File: src/rtl/pwm_multi_channel.sv
// pwm_multi_channel: N-channel PWM generator with a shared prescaler and base
// counter, double-buffered duties applied at the period wrap, optional
// per-channel phase stagger and optional active-low outputs.
module pwm_multi_channel #(
    parameter int unsigned CHANNELS = 4,
    parameter int unsigned WIDTH    = 8,
    parameter int unsigned PRE_W    = 8,
    parameter bit          STAGGER  = 1'b0,
    parameter bit          ACT_LOW  = 1'b0
) (
    input  logic                             clk,
    input  logic                             rst_n,
    input  logic                             en,
    input  logic [PRE_W-1:0]                 prescale,
    input  logic [CHANNELS*(WIDTH+1)-1:0]    duty_in,
    input  logic                             update,
    output logic                             update_pend,
    output logic                             period_start,
    output logic [CHANNELS-1:0]              pwm_out
);

    // Phase step between adjacent channels when staggering (truncated).
    localparam int unsigned SPAN = (2 ** WIDTH) / CHANNELS;

    logic [PRE_W-1:0]                pre_cnt;
    logic [WIDTH-1:0]                base_cnt;
    logic [CHANNELS*(WIDTH+1)-1:0]   shadow;
    logic [CHANNELS*(WIDTH+1)-1:0]   duty_act;
    logic [WIDTH-1:0]                cnt_ch [CHANNELS];
    logic [CHANNELS-1:0]             raw;
    logic                            tick;
    logic                            wrap;

    // Tick generation; '>=' lets a shrinking prescale fire at once instead of
    // running pre_cnt all the way round.
    always_comb begin
        tick = en && (pre_cnt >= prescale);
        wrap = tick && (base_cnt == '1);
    end

    // Prescaler and base counter; both freeze while en is low.
    always_ff @(posedge clk or negedge rst_n) begin
        if (!rst_n) begin
            pre_cnt  <= '0;
            base_cnt <= '0;
        end else if (tick) begin
            pre_cnt  <= '0;
            base_cnt <= base_cnt + WIDTH'(1);
        end else if (en) begin
            pre_cnt  <= pre_cnt + PRE_W'(1);
        end
    end

    // Duty double buffer: capture on update, apply on the period wrap.
    // A capture on the wrap cycle keeps the pend flag for the next period.
    always_ff @(posedge clk or negedge rst_n) begin
        if (!rst_n) begin
            shadow      <= '0;
            duty_act    <= '0;
            update_pend <= 1'b0;
        end else begin
            if (wrap) begin
                duty_act <= shadow;
            end
            if (update) begin
                shadow      <= duty_in;
                update_pend <= 1'b1;
            end else if (wrap) begin
                update_pend <= 1'b0;
            end
        end
    end

    // Per-channel count and compare; duty >= 2^WIDTH is always on.
    always_comb begin
        for (int unsigned i = 0; i < CHANNELS; i++) begin
            if (STAGGER) begin
                cnt_ch[i] = base_cnt + WIDTH'(i * SPAN);
            end else begin
                cnt_ch[i] = base_cnt;
            end
            raw[i] = ({1'b0, cnt_ch[i]} < duty_act[i*(WIDTH+1) +: WIDTH+1]);
        end
    end

    // Registered pins and period marker.
    always_ff @(posedge clk or negedge rst_n) begin
        if (!rst_n) begin
            pwm_out      <= {CHANNELS{ACT_LOW}};
            period_start <= 1'b0;
        end else begin
            pwm_out      <= ({CHANNELS{en}} & raw) ^ {CHANNELS{ACT_LOW}};
            period_start <= wrap;
        end
    end

endmodule

File: config.mk
export PLATFORM = sky130hd
export DESIGN_NAME = pwm_multi_channel
export DESIGN_NICKNAME = d
export VERILOG_FILES = /design/src/rtl/pwm_multi_channel.sv
export SDC_FILE = /design/constraint.sdc
export NUM_CORES = 1
export LEC_CHECK = 0
export ABC_AREA = 1
export ABC_CLOCK_PERIOD_IN_PS = 3240
export CAP_MARGIN = 20
export CORE_ASPECT_RATIO = 1.2
export CORE_MARGIN = 8
export CORE_UTILIZATION = 45
export DETAILED_ROUTE_END_ITERATION = 6
export PLACE_DENSITY = 0.77
export SYNTH_ARGS = -nofsm -noshare
export SYNTH_HDL_FRONTEND = slang
export SYNTH_SLANG_ARGS = --single-unit
File: constraint.sdc
create_clock -name clk -period 3.24 [get_ports clk]
set_clock_uncertainty 0.1 [all_clocks]
set_input_delay 0.486 -clock clk [delete_from_list [all_inputs] [get_ports clk]]
set_output_delay 0.486 -clock clk [all_outputs]
set_load 0.02 [all_outputs]
==> run_results.csv <==
group,metric,value,unit
die,die_x,110,um
die,dieArea,14200,um^2
pwr,ir_worst_vdd,240,uV
clocking,cts_setup_buffers,0,
synth,synth_top_area_cell,"dfrtp_1",
min_path,hold_path.class,"input pin to asynchronous set/reset pin",
synth,syn_area,4770,um^2
sta,post-route-min-period,2.46,ns
placed_design,hpwl,7.21,mm
placed_design,post-place-ws,0.470,ns
final_layout,num_antenna_cells,0,
clocking,cts_resized,0,
synth,synth_common_cells,"nand2_1 (253), dfrtp_1 (94), inv_1 (52)",
sta,tightest_slew,0.687,ns
synth,synth_top_area_share,0.493,
grt,grt_pass1_vias,3898,
pwr,p_int,2.20,mW
final_layout,layout-drive-gt1-share,0.0425,
die,design.core.area,10400,um^2
pwr,pwr-share-comb,0.214,
clocking,hold_buffers,0,
route,firstDrtPassIters,4,
sta,setup_viol,0,
pwr,power_frac_seq,0.446,
die,die_height,129,um
synth,synth_top_flop_cell,"dfrtp_1",
synth,synthArstFlopShare,1.00,
critical_path,slowest_delay,0.45,ns
critical_path,reg2regPathDepth,7,
pwr,clock_power_share,0.340,
sta,slew_headroom,0.542,
pwr,pwr_density_cell,544,nW/um^2
critical_path,r2r-end,"duty_act[1]",
route,ant_nets,0,
sta,setup_tns,0,ns
synth,syn_inst,581,
critical_path,required,3.37,ns
synth,yosysWarnings,0,
sta,fin_ws,0.783,ns
sta,rsz0062_at_grt,"no",
critical_path,startpoint_type,"input pin",
route,wl,9.70,mm
critical_path,crit_arrival,2.58,ns
synth,post-synth-top-count-cell,"nand2_1",
critical_path,reg2reg_from,"base_cnt[1]",
pwr,swShare,0.293,
grt,grt_antenna_before_repair,0,
sta,final_max_slew_viol_count,0,
clocking,worstSkewPairLatency,0.34,ns
pwr,p_leak,3.00,nW
grt,grt_max_degree,57,
critical_path,crit_type,"input pin to register",
clocking,htreeDepth,3,
route,vias,3810,
clocking,clockBufferDepth,2,
grt,grt_pass1_wl,17.3,mm
synth,synth-seq-area-share,0.493,
sta,max_freq,407,MHz
route,drt-vias-per-instance,4.99,
synth,synth_edf_count,0,
critical_path,worstSetupStartpoint,"prescale[3]",
pwr,p_sw,0.908,mW
critical_path,endpoint_kind,"register",
placed_design,placed_cells,748,
die,start_util,0.458,
die,ios,54,
clocking,clk_pin_slew,0.06,ns
synth,synth_top_cells_by_area,"dfrtp_1 (49%), nand2_1 (20%), ha_1 (10%), nand4_1 (4.9%), inv_1 (4.1%)",
critical_path,critPathMaxFanout,15,
clocking,numCtsBuffers,9,
critical_path,slowest_stage,"clkdlybuf4s50_1",
critical_path,reg2reg_slack,0.94,ns
job,drv_cap,0,
critical_path,cp_common_cell,"nand2_1",
final_layout,fin_nets,716,
critical_path,path_cells,"clkdlybuf4s50_1 -> inv_1 -> ha_1 -> nand2_1 -> nor2_1 -> nor2_1 -> nand2_1 -> nand2_1 -> nand2_1 -> nand2_1 -> clkinv_1 -> nand2_1 -> nand2_1",
route,wl_per_cell,12.7,um
clocking,cts_tree,"built",
run_status,outcome,"completed",
synth,syn-num-nets,667,
route,drt_iter0_markers,195,
synth,synth_area_per_cell,8.21,um^2
placed_design,numPortBuffers,53,
sta,hold_viol,0,
critical_path,critPathBufInv,3,
route,post-route-drc-count,0,
grt,grt_remaining_overflow,0,
critical_path,crit_family,"simple AND/OR/NAND/NOR gates",
clocking,cts_root_buf,"clkbuf_16",
sta,min_period_over_period,0.758,
synth,yosysUniqueCellTypes,21,
die,row_count,41,
clocking,cts_sinks,94,
final_layout,instances_no_fill,764,
placed_design,gp_congestion,0.827,
grt,track_usage,0.151,
synth,ys_ff_latch,94,
final_layout,area_growth_syn_to_layout,19.7,%
## registers in the layout, indices dropped and copies added (netlist names)
register / count
period_start: 1
pwm_out: 4
base_cnt: 8
update_pend: 1
shadow: 36
duty_act: 36
pre_cnt: 8
## kinds of logic (layout without fill, tap and decap cells)
kind of cell | Yosys count | after routing | synth area share
simple gates | 333 | 333 | 0.288
compound gates | 27 | 27 | 0.0310
fa+ha+maj | 38 | 38 | 0.0997
buf+inv | 78 | 132 | 0.0674
xor+xnor | 11 | 11 | 0.0202
flops | 94 | 94 | 0.493
## how the worst max path moves through the flow
stage          cells past startpoint           to  slack [ns]
2_1_floorplan                     13  base_cnt[0]        1.27
4_1_cts                           13  base_cnt[0]        0.76
5_1_grt                           13  base_cnt[3]        0.55
6_report                          13  base_cnt[0]        0.78
3_5_place_dp                      13  base_cnt[0]        0.47
3_3_place_gp                      13  base_cnt[0]        0.56
## area by class of cell
cell class / instances / area [um^2]
clock buffer: 11 / 243
clock inverter: 5 / 58.8
fill: 918 / 4710
inverter: 54 / 203
multi-input combinational: 409 / 2090
sequential: 94 / 2350
tap: 129 / 161
timing repair buffer: 62 / 596
## cells in the final DEF, fill, tap and decap left out
master / netlist / routed
inv_2: 1 / 1
xor2_1: 8 / 8
clkinv_2: 0 / 1
clkinv_4: 0 / 1
clkinv_1: 1 / 1
dfrtp_1: 94 / 94
clkbuf_16: 0 / 9
nor2_1: 26 / 26
nand3_1: 14 / 14
nand4_1: 37 / 37
clkbuf_1: 10 / 1
inv_1: 52 / 52
clkbuf_8: 0 / 1
xnor2_1: 3 / 3
nor3_1: 2 / 2
a21oi_1: 14 / 14
nor3_4: 1 / 1
clkinvlp_4: 0 / 2
buf_4: 1 / 10
clkdlybuf4s50_1: 0 / 52
bufinv_16: 0 / 1
o21a_1: 5 / 5
ha_1: 38 / 38
o21ai_0: 8 / 8
nand2_1: 253 / 253
## metal layers
layer / global-route usage / part of all wire / vias to the layer above
met3: 0.0315 / 0.046 / 15
met2: 0.253 / 0.49 / 75
met4: 0.0788 / 0.020 / 0
li1: - / - / 1939
met1: 0.176 / 0.44 / 1781
met5: 0 / 0 / -
## power groups by stage
| stage | Clock, mW | Combinational (mW) | Sequential (mW) |
|---|---|---|---|
| final | 1.05 | 0.663 | 1.39 |
| after CTS | 1.07 | 0.675 | 1.38 |
| after detailed placement | 0 | 0.669 | 1.41 |
| after floorplan | 0 | 0.423 | 1.40 |
| after global placement | 0 | 0.630 | 1.40 |
| after global routing | 1.13 | 0.767 | 1.40 |
## metrics by stage
stage                     power (mW)  hold WS [ns]  cell area [um^2]   util
after floorplan                 1.82        0.0904              4770      -
after global placement          2.03         0.357              5410  0.519
after detailed placement        2.07         0.360              5410  0.519
after CTS                       3.13         0.115              5710  0.548
after global routing            3.29         0.155              5710  0.548
final                           3.10        0.0780              5710  0.548
## worst reg2reg max path, cell delays in order (launching register included)
cell,delay [ns]
dfrtp_1,0.56
ha_1,0.27
nand2_1,0.15
nor3_4,0.52
nand3_1,0.14
buf_4,0.27
nand2_1,0.12
nand2_1,0.06
Power figures use the tool's default switching activity.
